--- src/rtl/demux_deser_pkg.sv ---
// Shared definitions for demux_deser: lane-count helper and architecture selectors.
package demux_deser_pkg;

  localparam string ARCH_BEHAVIORAL = "BEHAVIORAL";
  localparam string ARCH_VIRTEX5    = "VIRTEX5";
  localparam string ARCH_VIRTEX6    = "VIRTEX6";

  function automatic int unsigned lanes(input int unsigned sel);
    return 32'd1 << sel;
  endfunction

endpackage

--- src/rtl/demux_deser.sv ---
// Sequential lane demux: narrow words accepted one per beat are packed into a
// wide frame (lane 0 in the LSBs) and handed downstream with valid/ready.
module demux_deser
  import demux_deser_pkg::*;
#(
  parameter string BLOCK_NAME   = "demux_deser",
  parameter int    X            = 0,
  parameter int    Y            = 0,
  parameter int    DX           = 0,
  parameter int    DY           = 0,
  parameter string ARCHITECTURE = "BEHAVIORAL",
  parameter int    SELECT_LINES = 4,
  parameter int    DATA_WIDTH   = 1
) (
  input  logic                                          clk,
  input  logic                                          rst_n,
  input  logic                                          sync,
  input  logic [DATA_WIDTH-1:0]                         data_in,
  input  logic                                          data_in_valid,
  output logic                                          data_in_ready,
  output logic [DATA_WIDTH*lanes(SELECT_LINES)-1:0]     data_out,
  output logic                                          data_out_valid,
  input  logic                                          data_out_ready,
  output logic [SELECT_LINES-1:0]                       lane,
  output logic                                          sync_err
);

  localparam int unsigned LANES = lanes(SELECT_LINES);
  localparam int unsigned FW    = DATA_WIDTH * LANES;

  if (SELECT_LINES < 1 || SELECT_LINES > 8) begin : g_bad_sel
    $error("demux_deser: SELECT_LINES must be in 1..8");
  end

  if (BLOCK_NAME == "" || X < 0 || Y < 0 || DX < 0 || DY < 0) begin : g_bad_place
    $error("demux_deser: invalid block name or placement");
  end

  if (ARCHITECTURE == ARCH_BEHAVIORAL) begin : g_behavioral
    localparam logic [SELECT_LINES-1:0] LAST = SELECT_LINES'(LANES - 1);

    logic                    rdy_en;
    logic [SELECT_LINES-1:0] lane_q;
    logic [FW-1:0]           asm_q;
    logic [FW-1:0]           out_q;
    logic                    out_valid_q;
    logic                    err_q;

    logic          at_last;
    logic          stall;
    logic          ready;
    logic          accept;
    logic          complete;
    logic [FW-1:0] frame;

    // Only the final word can stall: earlier lanes land in asm_q, which acts
    // as the second buffer behind a frame still waiting in out_q.
    always_comb begin
      at_last  = (lane_q == LAST);
      stall    = at_last & out_valid_q & ~data_out_ready;
      ready    = rdy_en & ~stall;
      accept   = data_in_valid & ready;
      complete = accept & ~sync & at_last;
      frame    = asm_q;
      frame[DATA_WIDTH*(LANES-1) +: DATA_WIDTH] = data_in;
    end

    always_ff @(posedge clk or negedge rst_n) begin
      if (!rst_n) begin
        rdy_en      <= 1'b0;
        lane_q      <= '0;
        asm_q       <= '0;
        out_q       <= '0;
        out_valid_q <= 1'b0;
        err_q       <= 1'b0;
      end else begin
        rdy_en <= 1'b1;
        if (accept) begin
          if (sync) begin
            asm_q[DATA_WIDTH-1:0] <= data_in;
            lane_q                <= SELECT_LINES'(1);
            if (lane_q != '0) err_q <= 1'b1;
          end else begin
            asm_q[DATA_WIDTH*int'(lane_q) +: DATA_WIDTH] <= data_in;
            lane_q <= lane_q + 1'b1;
          end
        end
        if (complete) begin
          out_q       <= frame;
          out_valid_q <= 1'b1;
        end else if (out_valid_q && data_out_ready) begin
          out_valid_q <= 1'b0;
        end
      end
    end

    assign data_in_ready  = ready;
    assign data_out       = out_q;
    assign data_out_valid = out_valid_q;
    assign lane           = lane_q;
    assign sync_err       = err_q;
  end else begin : g_vendor
    // Vendor-primitive variants are placeholders; outputs are tied off.
    assign data_in_ready  = 1'b0;
    assign data_out       = '0;
    assign data_out_valid = 1'b0;
    assign lane           = '0;
    assign sync_err       = 1'b0;
  end

endmodule

--- config.mk ---
export PLATFORM = sky130hd
export DESIGN_NAME = demux_deser
export DESIGN_NICKNAME = d
export VERILOG_FILES = /design/src/rtl/demux_deser_pkg.sv /design/src/rtl/demux_deser.sv
export SDC_FILE = /design/constraint.sdc
export NUM_CORES = 1
export LEC_CHECK = 0
export CORE_AREA = 4 4 63 65
export DETAILED_ROUTE_END_ITERATION = 12
export DIE_AREA = 0 0 67 69
export GPL_TIMING_DRIVEN = 1
export PLACE_DENSITY_LB_ADDON = 0.08
export SLEW_MARGIN = 20
export SYNTH_ARGS = -nofsm -noshare
export SYNTH_HDL_FRONTEND = slang
export SYNTH_SLANG_ARGS = --single-unit
--- constraint.sdc ---
create_clock -name clk -period 5.95 [get_ports clk]
set_input_delay 0.8925 -clock clk [delete_from_list [all_inputs] [get_ports clk]]
set_output_delay 0.8925 -clock clk [all_outputs]
set_load 0.1 [all_outputs]
Yosys cells after proc, flatten, opt, wreduce, memory -nomap -nowiden

Index checks and enable logic that the tools add are counted.

Bitwise logic cells: 9
Eq/ne operators: 1
Mux-type cells: 5
Shift operators: 2
Reduce and logical (&&, ||, !) cells: 5
$add $sub $neg: 2

Operator list:

| cell                                                                     | number |
|---|---|
| 4-bit negator with 33-bit output                                         | 1 |
| 1-bit by 33-bit variable shift with 16-bit output (first input constant) | 1 |
| 1-bit by 33-bit variable part select with 16-bit output                  | 1 |
| 16-bit bitwise mux                                                       | 1 |
| 1-bit bitwise AND                                                        | 6 |
| 4-bit by 1-bit adder with 4-bit output (second input constant)           | 1 |
| 4-bit == test (second input constant)                                    | 1 |
| 4-bit 2-to-1 mux                                                         | 1 |
| 4-bit nonzero test                                                       | 1 |
| 1-bit 2-to-1 mux                                                         | 3 |
| 1-bit NOT                                                                | 3 |
| 3-bit AND reduction                                                      | 1 |
| 2-bit AND reduction                                                      | 1 |
| 2-bit nonzero test                                                       | 1 |
| 1-bit logical AND                                                        | 1 |

Output and inout bits: 23
Word-level logic and storage cells: 31
Input bits: 6
Bits in registers: 39

Depth between registers and ports, before layout

Gate-level depths: netlist of the first run.

Depth after elaboration: 9
Mapped depth: 8
Gate-level depth less buffers: 6

Least setup slack after synthesis of the first run

No wires, ideal clock.

Path kind: register to output
Start point: register g_behavioral.lane_q[0] (netlist: lane[0])
End point: output data_in_ready
Stages on the path, launching flop included: 4
Path slack: 1.446 ns
Required time: 5.058 ns
Arrival: 3.612 ns
Path buffers: 0
Path through: dfrtp_1 > ha_1 > and3_4 > a21boi_0

Cells in the longest elaborated chain, start to end: 5

RTL lines:

| element                         | RTL line          | text |
|---|---|---|
| from (decl)                     | demux_deser.sv:43 | `logic [SELECT_LINES-1:0] lane_q;` |
| from (signal assigned)          | demux_deser.sv:85 | `lane_q <= lane_q + 1'b1;` |
| 4-bit == test                   | demux_deser.sv:59 | `at_last = (lane_q == LAST);` |
| 1-bit bitwise AND (2 in series) | demux_deser.sv:60 | `stall = at_last & out_valid_q & ~data_out_ready;` |
| 1-bit NOT                       | demux_deser.sv:61 | `ready = rdy_en & ~stall;` |
| 1-bit bitwise AND               | demux_deser.sv:61 |  |
| to (decl)                       | demux_deser.sv:20 | `output logic data_in_ready,` |

Every way passes these cells.

Final worst setup path of the first run

Start point: input data_out_ready
End point: output data_in_ready

Cells in the longest elaborated chain, start to end: 4

RTL lines:

| element           | RTL line          | text |
|---|---|---|
| from (decl)       | demux_deser.sv:23 | `input logic data_out_ready,` |
| 1-bit NOT         | demux_deser.sv:60 |  |
| 1-bit bitwise AND | demux_deser.sv:60 |  |
| 1-bit NOT         | demux_deser.sv:61 |  |
| 1-bit bitwise AND | demux_deser.sv:61 |  |

Every way passes these cells.

==> impl_metrics.csv, run 1 <==
group,metric,value,unit
outcome,outcome,"completed",
sta,holdWs,489.0,ps
worst_setup_path,arrival,2990,ps
floorplanning,dieHeight,69,um
routing,dr_wl_met3,217,um
synthesis,syn_avg_cell_area,12.76,sq um
routing,drt_wl_total,3.483,mm
sta,min_period_over_period,0.6518,
floorplanning,initial_core_util,0.5658,
synthesis,synth_compound_area_frac,0.08350,
worst_hold_path,worstHoldPathCells,1,
worst_setup_path,r2r_setup_slack,3630,ps
worst_setup_path,reg2reg_depth,6,
sta,clock.fmax,257.8,MHz
routing,via_count,1221,
synthesis,syn_nets,160,
sta,finClkSkew,10.71,ps
worst_hold_path,hp-start,"sync_err$_DFFE_PN0P_",
clocking,postCtsHoldBufs,0,
routing,antenna_left,0,
sta,rsz0062_at_grt,"false",
routing,met1Wirelength,1.631,mm
routing,met2_wirelength,1.584,mm
clocking,clk_latency,350,ps
floorplanning,core,3337,sq um
worst_setup_path,r2r-start,"lane[0]$_DFFE_PN0N_",
synthesis,syn-cell-area,1888,sq um
worst_setup_path,crit_path_end_kind,"output port",
routing,top_layer,"met4",
sta,setup_viol,0,
grt,grt_use_total,0.1696,
worst_hold_path,hp-class,"flop to flop",
clocking,clk_path_buf_depth,2,
floorplanning,pin_count,29,
clocking,cts.clk_slew.worst_paths,100,ps
sta,worstMarginPinSlew,986.8,ps
sta,tns,0,ps
grt,antenna_found_initial,0,
clocking,root_buffer,"clkbuf_4",
cells_and_area,diodes,0,
synthesis,synthAdderAreaFrac,0.03976,
clocking,post_cts_buffers,0,
clocking,h-tree-depth,2,
sta,slew_violations,0,
sta,fin_crit,3879,ps
sta,max_slew_margin,0.3400,
synthesis,yosysSeqAreaShare,0.5036,
worst_setup_path,start_kind,"input port",
cells_and_area,fill_cells,270,
clocking,cts_tree,"built",
routing,wire_per_inst,15.55,um
worst_setup_path,worstSetupPathType,"input port to output port",
routing,first_pass_iters,4,
floorplanning,rows,21,
floorplanning,fp.dieArea,4623,sq um
routing,drc_errors,0,
worst_setup_path,crit_top_cell,"clkdlybuf4s50_1",
synthesis,synth_simple_gate_area_frac,0.1345,
routing,detail_route.vias_per_cell,5.451,
worst_setup_path,r2r-end,"g_behavioral.asm_q[10]$_DFFE_PN0P_",
cells_and_area,multi_input_area,867.1,sq um
flow_run,drv_cap,0,
worst_setup_path,slowest_delay,1150,ps
cells_and_area,seq_area,950.9,sq um
worst_setup_path,slowest_stage,"clkdlybuf4s50_1",
power_and_ir_drop,p_leak,1.004,nW
synthesis,synthMuxAreaShare,0.1948,
power_and_ir_drop,peakVddDrop,0.0001450,V
cells_and_area,syn_to_final_growth,18.49,%
grt,grt_pass1_vias,1195,
clocking,cts_made_buffers,5,
cells_and_area,drive_gt1_frac,0.2584,
placement,routabilityCongestion,0.8643,
grt,grt_remaining_overflow,0,
synthesis,ys_seq_elements,38,
placement,port_buffers,28,
clocking,ctsResizeCount,0,
cells_and_area,nets,189,
worst_setup_path,critPathMaxFanout,5,
power_and_ir_drop,pwr_density_cell,253.1,nW/um^2
worst_setup_path,cp.required,5060,ps
grt,grt_pass1_wl,5.975,mm
grt,grt_max_degree,39,
clocking,clock-sinks,38,
worst_hold_path,min_to,"sync_err$_DFFE_PN0P_",
synthesis,syn_inst,148,
synthesis,yosys_warnings,0,
routing,drt_iter0_markers,61,
placement,place_hpwl,2.514,mm
synthesis,yosys.cell_types.count,38,
floorplanning,die_w,67,um
worst_setup_path,crit_chain,"clkdlybuf4s50_1 > and2b_1 > a21boi_0 > clkdlybuf4s50_1",
sta,hold_violations,0,
synthesis,synth_top_family_by_area,"multiplexers",
synthesis,synth_xor_area_frac,0.004639,
## synth_stat cells
cell / number / area (sq um)
dfrtp_1: 38 / 950.9
mux2_2: 26 / 292.8
nand2_1: 13 / 48.80
ha_1: 6 / 75.07
inv_1: 6 / 22.52
o21ai_0: 5 / 25.02
nand4_1: 4 / 25.02
nor2_1: 4 / 15.01
nor3_1: 4 / 20.02
buf_6: 3 / 33.78
mux2_4: 3 / 45.04
mux2i_1: 3 / 30.03
nand2b_1: 3 / 18.77
nand4b_1: 3 / 26.28
o31ai_1: 3 / 22.52
a2111oi_4: 2 / 55.05
a211oi_2: 1 / 12.51
a21boi_0: 1 / 7.510
a21oi_1: 1 / 5.000
a21oi_2: 1 / 8.760
a31oi_1: 1 / 6.260
and2b_1: 1 / 7.510
and3_4: 1 / 11.26
buf_2: 1 / 5.000
clkbuf_1: 1 / 3.750
clkbuf_2: 1 / 5.000
conb_1: 1 / 3.750
nand3_1: 1 / 5.000
nand3_2: 1 / 10.01
nand3b_4: 1 / 20.02
nor2b_1: 1 / 6.260
nor3_4: 1 / 16.27
nor4_1: 1 / 6.260
nor4bb_1: 1 / 10.01
o211ai_1: 1 / 7.510
o21bai_1: 1 / 7.510
or4_1: 1 / 7.510
xor2_1: 1 / 8.760
## state kept, by name, summed over array words and instances, names as in the netlist
register,cells
data_out_valid,1
lane,4
sync_err,1
g_behavioral.rdy_en,1
g_behavioral.asm_q,15
data_out,16
## cell type report
class                   count  share of cell area
clock inverters             2            0.005593
multi-input cells          98              0.3876
well taps                  46             0.02573
inverters                   6             0.01007
repair buffers             28              0.1230
clock buffers               6             0.02293
flip-flops and latches     38              0.4251
## per-layer routing
| metal | vias up | global-route usage |
|---|---|---|
| li1 | 590 | - |
| met1 | 586 | 0.2444 |
| met2 | 40 | 0.2347 |
| met3 | 5 | 0.06331 |
| met4 | 0 | 0.05405 |
| met5 | - | 0 |
## critical path, delay by kind of cell
family          cells  cell delay [ps]
compound gates      1              190
simple gates        1              280
buf+inv             2             1620
## cells in the final DEF (no fill, tap or decap), drive strengths merged, types with 2 or more instances in the layout
cell | Yosys | layout
nand3 | 2 | 2
nor3 | 5 | 5
a2111oi | 2 | 2
mux2i | 3 | 3
o21ai | 5 | 5
nand4 | 4 | 4
nand2b | 3 | 3
a21oi | 2 | 2
nand2 | 13 | 13
o31ai | 3 | 3
dfrtp | 38 | 38
clkdlybuf4s50 | 0 | 27
nor2 | 4 | 4
ha | 6 | 6
clkbuf | 2 | 6
mux2 | 29 | 29
inv | 6 | 6
nand4b | 3 | 3
## worst max path at each step
stage               endpoint  slack (ps)                start
6_report       data_in_ready        2070       data_out_ready
4_1_cts        data_in_ready        2070       data_out_ready
3_5_place_dp   data_in_ready        2080       data_out_ready
3_3_place_gp   data_in_ready        2090       data_out_ready
5_1_grt        data_in_ready        1950       data_out_ready
2_1_floorplan  data_in_ready        1450  lane[0]$_DFFE_PN0N_
## per-stage QoR
stage	instances	setup slack [ps]	area, sq um	power [mW]	utilization
3_5_place_dp	216	2078	2173	0.4280	0.6513
2_1_floorplan	148	1446	1888	0.3962	-
5_1_grt	224	1954	2237	0.5969	0.6704
4_1_cts	224	2067	2237	0.5724	0.6704
6_report	224	2072	2237	0.5662	0.6704
3_3_place_gp	216	2090	2173	0.4253	0.6513
## cell families after synthesis
logic type | count (synthesis)
xor gates and xnor gates | 1
AOI/OAI and AO/OA | 17
DFF | 38
adders and majority gates | 6
muxes | 32
buffers and inverters | 12
other | 1
and+or+nand+nor | 41
## power breakdown
| part | total [mW] | switching, mW | internal (mW) | leakage (nW) |
|---|---|---|---|---|
| Combinational | 0.130 | 0.0876 | 0.0427 | 0.459 |
| Sequential | 0.293 | 0.0199 | 0.273 | 0.511 |
| Clock | 0.143 | 0.0866 | 0.0568 | 0.0343 |
| Total | 0.566 | 0.194 | 0.372 | 1.00 |
(Power assumes the default switching activity.)
==> inputs of run 2 (changes only) <==
--- a/config.mk
+++ b/config.mk
@@ -5,9 +5,9 @@
 export SDC_FILE = /design/constraint.sdc
 export NUM_CORES = 1
 export LEC_CHECK = 0
-export CORE_AREA = 4 4 63 65
+export CORE_AREA = 4 4 68 70
 export DETAILED_ROUTE_END_ITERATION = 12
-export DIE_AREA = 0 0 67 69
+export DIE_AREA = 0 0 72 74
 export GPL_TIMING_DRIVEN = 1
 export PLACE_DENSITY_LB_ADDON = 0.08
 export SLEW_MARGIN = 20
==> constraint.sdc (replaced) <==
create_clock -name clk -period 3.4 [get_ports clk]
set_input_delay 0.51 -clock clk [delete_from_list [all_inputs] [get_ports clk]]
set_output_delay 0.51 -clock clk [all_outputs]
set_load 0.1 [all_outputs]
==> run 2 against run 1 <==
  * Sequential share of layout area decreased by 0.14 points
  * Largest power group unchanged
  * Via count decreased by 0.33%
  * Non-clock buffer count unchanged
==> impl_metrics.csv, run 2 (synthesis gave the netlist of run 1 again) <==
group,metric,value,unit
outcome,outcome,"completed",
worst_hold_path,hp-class,"input port to asynchronous set/reset pin",
sta,setup_viol,0,
power_and_ir_drop,p_leak,1.021,nW
floorplanning,initial_core_util,0.4754,
floorplanning,rows,23,
sta,rsz0062_at_grt,"false",
placement,port_buffers,28,
worst_setup_path,cp-endpoint,"g_behavioral.asm_q[11]$_DFFE_PN0P_",
sta,hold_violations,0,
routing,via_count,1217,
sta,finClkSkew,4.644,ps
worst_setup_path,startpoint,"lane[0]$_DFFE_PN0N_",
worst_setup_path,reg2reg_depth,6,
worst_setup_path,path_depth,6,
floorplanning,pin_count,29,
cells_and_area,diodes,0,
worst_setup_path,path_buf_inv,1,
worst_setup_path,worstSetupPathType,"flop to flop",
cells_and_area,layout_common_cells,"dfrtp_1, mux2_2, clkdlybuf4s50_1",
floorplanning,die_w,72,um
routing,first_pass_iters,4,
routing,drt_iter0_markers,52,
clocking,clock-sinks,38,
sta,worstMarginPinSlew,983.2,ps
routing,wire_per_inst,15.59,um
clocking,cts.clk_slew.worst_paths,70,ps
power_and_ir_drop,peakVddDrop,0.0002419,V
worst_setup_path,crit_chain,"inv_1 > ha_1 > xor2_1 > a2111oi_4 > nand2_1 > mux2_4",
cells_and_area,layout_commonest_cell,"dfrtp_1",
power_and_ir_drop,pwr_density_cell,455.2,nW/um^2
worst_setup_path,r2r_setup_slack,1020,ps
clocking,root_buffer,"clkbuf_8",
clocking,ctsResizeCount,0,
placement,place_hpwl,2.538,mm
worst_setup_path,critPathMaxFanout,12,
sta,fin_crit,2378,ps
clocking,clk_path_buf_depth,2,
worst_setup_path,r2r-end,"g_behavioral.asm_q[11]$_DFFE_PN0P_",
grt,grt_pass1_wl,6.244,mm
worst_setup_path,arrival,2540,ps
worst_setup_path,slowest_stage,"dfrtp_1",
cells_and_area,drive_gt1_frac,0.2825,
grt,grt_pass1_vias,1300,
placement,placed_cell_area,2166,sq um
clocking,cts_tree,"built",
sta,tns,0,ps
clocking,postCtsHoldBufs,0,
cells_and_area,syn_to_final_growth,18.89,%
sta,max_slew_margin,0.3425,
routing,antenna_left,0,
clocking,cts_made_buffers,5,
grt,antenna_found_initial,0,
sta,clock.fmax,420.5,MHz
worst_setup_path,r2r-start,"lane[0]$_DFFE_PN0N_",
cells_and_area,final_area,2245,sq um
cells_and_area,largest_reg_flops,16,
floorplanning,fp.dieArea,5328,sq um
routing,drc_errors,0,
sta,min_period_over_period,0.6994,
worst_setup_path,crit_path_end_kind,"flop",
worst_setup_path,slowest_delay,610,ps
power_and_ir_drop,power.total,1.022,mW
clocking,clk_latency,280,ps
routing,drt_wl_total,3.539,mm
worst_setup_path,path_delay_family,"flip-flops",
cells_and_area,fill_cells,328,
sta,slew_violations,0,
clocking,h-tree-depth,2,
routing,detail_route.vias_per_cell,5.361,
floorplanning,core,3971,sq um
worst_setup_path,cp.required,3570,ps
grt,grt_use_total,0.1517,
clocking,post_cts_buffers,0,
cells_and_area,nets,189,
flow_run,drv_cap,0,
grt,grt_max_degree,39,
placement,routabilityCongestion,0.8110,
grt,grt_remaining_overflow,0,
worst_setup_path,start_kind,"flop",
floorplanning,dieHeight,74,um
run 2: cell count changes in the layout (fill, tap and decap cells not counted):
cell / delta
clkbuf_4: -5
clkinv_2: +1
clkbuf_8: +4
a21boi_1: +1
a21boi_0: -1
buf_4: +5
clkdlybuf4s50_1: -5
clkinvlp_4: -1
run 2: worst min path at each step:
stage,startpoint,to,slack [ps],cells after the start
floorplan,rst_n,data_out[0]$_DFFE_PN0P_,210,0
finish,rst_n,g_behavioral.rdy_en$_DFF_PN0_,330,1
global route,rst_n,g_behavioral.asm_q[8]$_DFFE_PN0P_,390,1
global placement,sync_err$_DFFE_PN0P_,sync_err$_DFFE_PN0P_,460,1
CTS,rst_n,g_behavioral.rdy_en$_DFF_PN0_,350,1
detailed placement,sync_err$_DFFE_PN0P_,sync_err$_DFFE_PN0P_,460,1
run 2: metrics by stage:
stage	std cells	util	setup WS [ps]	hold slack, ps
floorplan	148	-	20.73	214.4
global placement	220	0.5454	945.1	457.8
detailed placement	220	0.5454	859.1	463.7
CTS	227	0.5652	1001	349.3
global route	227	0.5652	832.8	393.7
finish	227	0.5652	1022	327.3
run 2: cell type report:
class                   instances  area, sq um  area share
flip-flops and latches         38        950.9      0.4236
clock inverters                 2        10.01    0.004459
multi-input cells              98        867.1      0.3863
repair buffers                 28        262.8      0.1171
clock buffers                   5        68.82     0.03066
inverters                       6        22.52     0.01003
well taps                      50        62.56     0.02787
run 2: metal layers:
metal	routed length (um)	track usage
met1	1692	0.1995
met2	1647	0.2418
met3	150	0.04459
met4	49	0.05219
met5	0	0
run 2: power breakdown:
part	total, mW	switching [mW]	internal, mW
clock network	0.285	0.147	0.137
logic	0.225	0.153	0.0719
registers	0.512	0.0347	0.477
total	1.02	0.335	0.687
==> inputs of run 3 (changes only) <==
--- a/config.mk
+++ b/config.mk
@@ -5,9 +5,9 @@
 export SDC_FILE = /design/constraint.sdc
 export NUM_CORES = 1
 export LEC_CHECK = 0
-export CORE_AREA = 4 4 68 70
+export CORE_AREA = 4 4 65 67
 export DETAILED_ROUTE_END_ITERATION = 12
-export DIE_AREA = 0 0 72 74
+export DIE_AREA = 0 0 69 71
 export GPL_TIMING_DRIVEN = 1
 export PLACE_DENSITY_LB_ADDON = 0.08
 export SLEW_MARGIN = 20
==> constraint.sdc (replaced) <==
create_clock -name clk -period 2.45 [get_ports clk]
set_input_delay 0.3675 -clock clk [delete_from_list [all_inputs] [get_ports clk]]
set_output_delay 0.3675 -clock clk [all_outputs]
set_load 0.1 [all_outputs]
==> run 3 against run 2 <==
  * Register-to-register slack worse by 700 ps
  * Largest power group unchanged
  * Die area down 8.1%
  * Sequential power up 39%
==> impl_metrics.csv, run 3 (synthesis gave the netlist of run 1 again) <==
group,metric,value,unit
outcome,outcome,"completed",
routing,first_pass_iters,4,
placement,routabilityCongestion,0.8828,
grt,grt_use_total,0.1595,
worst_setup_path,path_depth,6,
placement,placed_cell_area,2163,sq um
grt,grt_pass1_wl,6.313,mm
cells_and_area,layout_common_cells,"dfrtp_1, mux2_2, buf_4",
worst_setup_path,r2r_setup_slack,320,ps
clocking,h-tree-depth,2,
cells_and_area,fill_cells,283,
routing,drt_iter0_markers,49,
worst_setup_path,crit_chain,"inv_1 > ha_1 > nand2b_1 > a2111oi_4 > nand4_1 > mux2_2",
floorplanning,die_w,69,um
worst_setup_path,r2r-start,"lane[0]$_DFFE_PN0N_",
floorplanning,core,3633,sq um
routing,via_count,1239,
sta,holdWs,161.1,ps
clocking,postCtsHoldBufs,0,
sta,clock.fmax,469.8,MHz
floorplanning,rows,22,
sta,max_slew_margin,0.4624,
worst_setup_path,arrival,2310,ps
sta,hold_violations,0,
worst_setup_path,slowest_stage,"dfrtp_4",
power_and_ir_drop,p_leak,1.102,nW
worst_setup_path,critPathMaxFanout,12,
worst_setup_path,worstSetupPathType,"flop to flop",
sta,fin_crit,2128,ps
cells_and_area,syn_to_final_growth,22.13,%
worst_setup_path,cp.required,2630,ps
sta,worstMarginPinSlew,806.5,ps
worst_setup_path,crit_path_end_kind,"flop",
floorplanning,fp.dieArea,4899,sq um
worst_setup_path,reg2reg_depth,6,
worst_setup_path,start_kind,"flop",
worst_setup_path,cp-endpoint,"g_behavioral.asm_q[8]$_DFFE_PN0P_",
grt,grt_remaining_overflow,0,
clocking,clock-sinks,38,
placement,place_hpwl,2.581,mm
clocking,cts_made_buffers,5,
clocking,ctsResizeCount,0,
cells_and_area,diodes,0,
placement,port_buffers,28,
clocking,cts.clk_slew.worst_paths,70,ps
routing,wire_per_inst,15.14,um
grt,grt_max_degree,39,
floorplanning,pin_count,29,
sta,slew_violations,0,
sta,finClkSkew,9.994,ps
routing,antenna_left,0,
floorplanning,initial_core_util,0.5196,
clocking,root_buffer,"clkbuf_8",
worst_setup_path,path_delay_family,"flip-flops",
cells_and_area,largest_reg_flops,16,
clocking,clk_path_buf_depth,2,
power_and_ir_drop,peakVddDrop,0.0004888,V
cells_and_area,layout_commonest_cell,"dfrtp_1",
sta,setup_viol,0,
worst_setup_path,slowest_delay,500,ps
cells_and_area,drive_gt1_frac,0.4199,
clocking,cts_tree,"built",
sta,rsz0062_at_grt,"false",
cells_and_area,final_area,2306,sq um
power_and_ir_drop,pwr_density_cell,728.9,nW/um^2
cells_and_area,utilization,0.6346,
routing,drt_wl_total,3.466,mm
worst_setup_path,startpoint,"lane[0]$_DFFE_PN0N_",
floorplanning,dieHeight,71,um
grt,grt_pass1_vias,1275,
sta,min_period_over_period,0.8688,
routing,detail_route.vias_per_cell,5.410,
worst_hold_path,hp-class,"input port to asynchronous set/reset pin",
routing,drc_errors,0,
clocking,clk_latency,290,ps
cells_and_area,nets,192,
flow_run,drv_cap,0,
worst_setup_path,path_buf_inv,1,
worst_setup_path,r2r-end,"g_behavioral.asm_q[8]$_DFFE_PN0P_",
grt,antenna_found_initial,0,
clocking,post_cts_buffers,0,
## run 3: power by group
group | internal, mW | total [mW] | switching (mW)
registers | 0.666 | 0.713 | 0.0471
logic | 0.104 | 0.318 | 0.214
clock network | 0.434 | 0.650 | 0.216
total | 1.20 | 1.68 | 0.477
## run 3: worst register-to-register path: cells and delay by family (launching register included)
kind	cells	cell delay [ps]
AO/OA/AOI/OAI	1	430
adder cells (fa/ha/maj)	1	290
buffers and inverters	1	130
flip-flops	1	500
multiplexers	1	300
AND/OR/NAND/NOR	2	380
## run 3: through the flow
stage	setup TNS, ps	setup slack [ps]	cells	power, mW
2_1_floorplan	-21.17	-21.17	148	0.9656
3_3_place_gp	0	355.2	221	1.036
3_5_place_dp	0	330.6	221	1.043
4_1_cts	0	320.6	229	1.696
5_1_grt	0	175.8	229	1.765
6_report	0	321.5	229	1.681
## run 3: cell type report
class | count | area [sq um] | area share
repair buffers | 31 | 252.7 | 0.1096
clock inverters | 2 | 60.06 | 0.02604
well taps | 48 | 60.06 | 0.02604
multi-input cells | 98 | 870.8 | 0.3776
inverters | 6 | 22.52 | 0.009767
flip-flops and latches | 38 | 957.2 | 0.4151
clock buffers | 6 | 82.58 | 0.03581
## run 3: how the worst min path moves through the flow
stage                                    start                            endpoint  cells after the start
after global routing                     rst_n             data_out[7]$_DFFE_PN0P_                      1
after floorplan                          rst_n             data_out[0]$_DFFE_PN0P_                      0
after global placement    sync_err$_DFFE_PN0P_                sync_err$_DFFE_PN0P_                      1
after detailed placement  sync_err$_DFFE_PN0P_                sync_err$_DFFE_PN0P_                      1
after CTS                                rst_n  g_behavioral.asm_q[12]$_DFFE_PN0P_                      1
final                                    rst_n                sync_err$_DFFE_PN0P_                      1
## run 3: routing by layer
| layer | global-route usage | vias to the layer above | wire, um |
|---|---|---|---|
| met5 | 0 | - | 0 |
| met4 | 0.04338 | 0 | 40 |
| met3 | 0.05398 | 6 | 149 |
| met2 | 0.2458 | 20 | 1686 |
| met1 | 0.2160 | 617 | 1590 |
| li1 | - | 596 | - |
